<file path="config.mk">
export PLATFORM = sky130hd
export DESIGN_NAME = fsub_serial
export DESIGN_NICKNAME = d
export VERILOG_FILES = /design/src/rtl/fsub_serial.sv
export SDC_FILE = /design/constraint.sdc
export NUM_CORES = 1
export LEC_CHECK = 0
export BUFFER_PORTS_ARGS = -buffer_cell sky130_fd_sc_hd__buf_4
export CORE_MARGIN = 10
export CORE_UTILIZATION = 49
export DETAILED_ROUTE_END_ITERATION = 16
export HOLD_SLACK_MARGIN = 0.03
export PLACE_DENSITY = 0.82
export SYNTH_ARGS = -nofsm -noshare
export SYNTH_HDL_FRONTEND = slang
export SYNTH_SLANG_ARGS = --single-unit
export TNS_END_PERCENT = 5
</file>
<file path="constraint.sdc">
create_clock -name clk_i -period 1.4 [get_ports clk_i]
set_clock_uncertainty 0.05 [all_clocks]
set_input_delay 0.14 -clock clk_i [delete_from_list [all_inputs] [get_ports clk_i]]
set_output_delay 0.14 -clock clk_i [all_outputs]
set_load 0.05 [all_outputs]
</file>
<file path="src/rtl/fsub_serial.sv">
// Bit-serial full subtractor D = A - B - BIN, LSB first, with start/busy/done handshake.
// Optional signed-overflow output v_o is enabled by defining FSUB_SERIAL_OVF_EN.
`timescale 1ns / 1ps

module fsub_serial #(
  parameter int unsigned WIDTH = 8
) (
  input  logic             clk_i,
  input  logic             rst_i,
  input  logic             start_i,
  input  logic [WIDTH-1:0] a_i,
  input  logic [WIDTH-1:0] b_i,
  input  logic             bin_i,
  output logic             busy_o,
  output logic             done_o,
  output logic [WIDTH-1:0] d_o,
  output logic             bout_o
`ifdef FSUB_SERIAL_OVF_EN
  ,
  output logic             v_o
`endif
);

  localparam int unsigned CntW = $clog2(WIDTH);

  typedef enum logic [1:0] {StIdle, StShift, StDone} state_e;

  state_e           state_q, state_d;
  logic [WIDTH-1:0] a_q, a_d;
  logic [WIDTH-1:0] b_q, b_d;
  logic [WIDTH-1:0] r_q, r_d;
  logic [WIDTH-1:0] d_q, d_d;
  logic             bor_q, bor_d;
  logic             bout_q, bout_d;
  logic [CntW-1:0]  cnt_q, cnt_d;
`ifdef FSUB_SERIAL_OVF_EN
  logic             v_q, v_d;
`endif

  logic dbit;
  logic bor_next;
  logic last_bit;

  assign dbit     = a_q[0] ^ b_q[0] ^ bor_q;
  assign bor_next = (~a_q[0] & b_q[0]) | (~(a_q[0] ^ b_q[0]) & bor_q);
  assign last_bit = (cnt_q == CntW'(WIDTH - 1));

  always_comb begin
    state_d = state_q;
    a_d     = a_q;
    b_d     = b_q;
    r_d     = r_q;
    d_d     = d_q;
    bor_d   = bor_q;
    bout_d  = bout_q;
    cnt_d   = cnt_q;
`ifdef FSUB_SERIAL_OVF_EN
    v_d     = v_q;
`endif
    unique case (state_q)
      StIdle: begin
        if (start_i) begin
          state_d = StShift;
          a_d     = a_i;
          b_d     = b_i;
          bor_d   = bin_i;
          cnt_d   = '0;
        end
      end
      StShift: begin
        a_d   = a_q >> 1;
        b_d   = b_q >> 1;
        r_d   = {dbit, r_q[WIDTH-1:1]};
        bor_d = bor_next;
        cnt_d = cnt_q + CntW'(1);
        if (last_bit) begin
          state_d = StDone;
          d_d     = {dbit, r_q[WIDTH-1:1]};
          bout_d  = bor_next;
`ifdef FSUB_SERIAL_OVF_EN
          // Borrow into the MSB cell differs from borrow out of it.
          v_d     = bor_q ^ bor_next;
`endif
        end
      end
      StDone:  state_d = StIdle;
      default: state_d = StIdle;
    endcase
  end

  always_ff @(posedge clk_i or posedge rst_i) begin
    if (rst_i) begin
      state_q <= StIdle;
      a_q     <= '0;
      b_q     <= '0;
      r_q     <= '0;
      d_q     <= '0;
      bor_q   <= 1'b0;
      bout_q  <= 1'b0;
      cnt_q   <= '0;
`ifdef FSUB_SERIAL_OVF_EN
      v_q     <= 1'b0;
`endif
    end else begin
      state_q <= state_d;
      a_q     <= a_d;
      b_q     <= b_d;
      r_q     <= r_d;
      d_q     <= d_d;
      bor_q   <= bor_d;
      bout_q  <= bout_d;
      cnt_q   <= cnt_d;
`ifdef FSUB_SERIAL_OVF_EN
      v_q     <= v_d;
`endif
    end
  end

  assign busy_o = (state_q == StShift);
  assign done_o = (state_q == StDone);
  assign d_o    = d_q;
  assign bout_o = bout_q;
`ifdef FSUB_SERIAL_OVF_EN
  assign v_o    = v_q;
`endif

endmodule
</file>
==> flow_summary_export.csv <==
group,metric,value,unit
critical_path,reg2reg_slack,-120,ps
clock_network,cts_max_path_buffers,2,
final_layout,syn2layout_area_growth,24.8,%
critical_path,crit_chain,"ha_2, ha_4, nand3b_1, buf_12, mux2_2",
critical_path,worstReg2RegEnd,"d_o[0]",
die,pin_count,31,
logic_synthesis,synth_area,1770,sq um
drt,drc,0,
flow_run,drv_cap,0,
run_status,status,"finished with violations",
clock_network,cts_made_buffers,5,
timing,fin_crit_sh,108,%
die,rows,21,
critical_path,crit_type,"reg2reg",
final_layout,nets,207,
critical_path,arrival,1700,ps
logic_synthesis,yosysWarnings,0,
hold_path,hp-start,"b_i[6]",
critical_path,r2r_start,"cnt_q[0]",
die,dieArea,6410,sq um
logic_synthesis,ys_ff_latch,38,
timing,tightestPinTransition,470,ps
drt,drtAntennaViolNets,0,
die,die_h,80.0,um
drt,vias,1217,
logic_synthesis,synth-seq-area-share,53.8,%
global_routing,grt_pass1_vias,1277,
hold_path,worstHoldPathType,"in2reg",
global_routing,grt_antenna_before_repair,0,
drt,drt_first_pass_iters,4,
clock_network,cts_max_level,2,
drt,first_iter_violations,93,
die,die_x,80.0,um
final_layout,drive_gt1_share,37.5,%
clock_network,cts.sinks,38,
critical_path,startpoint_type,"register",
critical_path,cp.required,1590,ps
die,core,3420,sq um
timing,rsz0062_at_grt,"true",
place,io_buffers,30,
global_routing,grt_overflow,0,
logic_synthesis,syn_area_per_cell,12.2,sq um
power,powerDensity,2270,nW/um^2
critical_path,endpoint,"d_o[0]",
logic_synthesis,netlist_instances,145,
critical_path,path_buf_inv,1,
critical_path,cp_top_family,"flip-flops",
critical_path,end_kind,"register",
place,routabilityCongestion,0.726,
critical_path,crit_cells,5,
global_routing,grt_max_degree,39,
run_status,violations,"setup timing",
global_routing,grt_usage,12.2,%
critical_path,startpoint,"cnt_q[0]",
timing,final_hold_viol_count,0,
logic_synthesis,synth_cell_types,23,
timing,clock.fmax,659,MHz
clock_network,clk_latency,340,ps
clock_network,cts_tree,"built",
timing,fin_crit,1520,ps
critical_path,reg2regPathDepth,5,
place,dp_hpwl,2500,um
power,p_total,4.99,mW
timing,timing.final.max_slew_violations,0,
power,vdd_drop_max,1.31,mV
critical_path,slowest_stage,"dfrtp_1",
final_layout,fillers,274,
timing,finalSetupViolations,10,
final_layout,antenna_cells,0,
drt,routedWlPerCell,15.9,um
global_routing,grt_pass1_wl,6110,um
power,cellLeakagePower,1.00,nW
critical_path,crit_path_max_incr_delay,400,ps
timing,setup_ws,-118,ps
critical_path,cp_max_fo,9,
place,dpl_worst_slack,-153,ps
timing,slew_headroom,68.6,%
clock_network,cts_root_buffer,"clkbuf_4",
clock_network,clkTransAtPathRegs,100,ps
drt,viasPerCell,5.29,
drt,routed_wl,3660,um
die,start_util,51.7,%
logic_synthesis,synth_nets,168,
==> through the flow <==
step | hold slack, ps | setup TNS, ps | std cells | util [%] | cell area [sq um]
2_1_floorplan | 223 | -543 | 145 | - | 1770
3_3_place_gp | 223 | -670 | 219 | 60.7 | 2070
3_5_place_dp | 242 | -1260 | 219 | 60.7 | 2070
4_1_cts | 58.8 | -1020 | 230 | 63.9 | 2180
5_1_grt | 74.3 | -1410 | 230 | 64.5 | 2200
6_report | 69.0 | -1010 | 230 | 64.5 | 2200
==> per-layer routing <==
metal | vias up | share of wire [%] | routed length, um | track usage (%)
met4 | 0 | 2.0 | 74 | 5.81
li1 | 592 | - | - | -
met2 | 20 | 50 | 1830 | 19.6
met3 | 6 | 6.3 | 230 | 5.41
met5 | - | 0 | 0 | 0
met1 | 599 | 42 | 1520 | 13.5
==> worst min-delay path by stage <==
| stage | endpoint | slack, ps | cells after the start |
|---|---|---|---|
| 3_3_place_gp | d_o[6] | 220 | 3 |
| 2_1_floorplan | a_q[7] | 220 | 1 |
| 3_5_place_dp | b_q[2] | 240 | 3 |
| 6_report | b_q[6] | 70 | 3 |
| 4_1_cts | b_q[6] | 60 | 3 |
| 5_1_grt | b_q[6] | 70 | 3 |
==> what timing repair did <==
action / in CTS / in global routing
hold endpoints to repair: 40 / 0
buffers inserted: 1 / 0
pin swaps: 0 / 1
resized for setup: 7 / 5
hold buffers: 3 / 0
endpoints found under the setup margin: 11 / 16
==> cells in the mapped netlist <==
cell type  instances  area share (%)
clkbuf_1           3            0.64
buf_4              2            0.85
inv_1             18             3.8
nand3b_1           1            0.43
ha_1               2             1.4
nor2_1             1            0.21
buf_6              1            0.64
a221oi_1           2            0.99
a211oi_1          12             5.1
a22o_1             4             2.0
o21bai_1           1            0.43
mux2i_1            1            0.57
buf_2              6             1.7
nand2b_1           2            0.71
nor4b_1           12             5.9
nor2b_4            1            0.78
nor3b_1           15             6.4
mux2_2            16              10
nor2b_1            4             1.4
a222oi_1           1            0.57
dfrtp_1           38              54
a21oi_1            1            0.28
fa_1               1             1.1
==> cell families after synthesis <==
| family | count (synthesis) | share of synthesized area [%] |
|---|---|---|
| AOI/OAI and AO/OA | 21 | 9.35 |
| adders and majority gates | 3 | 2.55 |
| buffers and inverters | 30 | 7.65 |
| DFF | 38 | 53.8 |
| muxes | 17 | 10.8 |
| and+or+nand+nor | 36 | 15.9 |
==> registers in the layout, indices dropped and copies added, names as in the netlist <==
name and cells:
d_o 8, r_q 7, b_q 8, a_q 8, bout_o 1, bor_q 1, cnt_q 3, state_q 2
==> cells in the final DEF, fill, tap and decap left out <==
| cell type | n |
|---|---|
| dfrtp_1 | 37 |
| buf_4 | 36 |
| inv_1 | 18 |
| mux2_2 | 16 |
| nor3b_1 | 14 |
| nor4b_1 | 12 |
| a211oi_1 | 11 |
| clkbuf_4 | 5 |
| a22o_1 | 4 |
| nor2b_1 | 3 |
| dlygate4sd3_1 | 3 |
| buf_6 | 3 |
| nor2b_4 | 2 |
| a221oi_1 | 2 |
| nand2b_1 | 2 |
| clkbuf_1 | 2 |
| o21bai_1 | 1 |
| nand3b_1 | 1 |
| mux2i_1 | 1 |
| nor2_1 | 1 |
| a222oi_1 | 1 |
| nor3b_2 | 1 |
| a211oi_2 | 1 |
| a21oi_1 | 1 |
| fa_1 | 1 |
| ha_2 | 1 |
| ha_4 | 1 |
| buf_12 | 1 |
| buf_8 | 1 |
| dfrtp_2 | 1 |
==> worst reg2reg max path, cell delays in order (launching register included) <==
cell and delay (ps):
dfrtp_1 400, ha_2 210, ha_4 160, nand3b_1 120, buf_12 140, mux2_2 330
==> report_power, final <==
group	switching, mW	internal, mW	total [mW]
registers	0.316	1.63	1.95
logic	1.37	1.14	2.52
clock network	0.337	0.190	0.527
total	2.03	2.97	4.99
==> cell type report <==
cell class / instances / area [sq um] / share of cell area, %
Multi-Input combinational cell: 77 / 713 / 32.3
Sequential cell: 38 / 952 / 43.2
Inverter: 18 / 67.6 / 3.06
Timing Repair Buffer: 44 / 369 / 16.7
Clock buffer: 7 / 45.0 / 2.04
Tap cell: 46 / 57.6 / 2.61
Note: power is estimated with default switching activity, not from simulation.
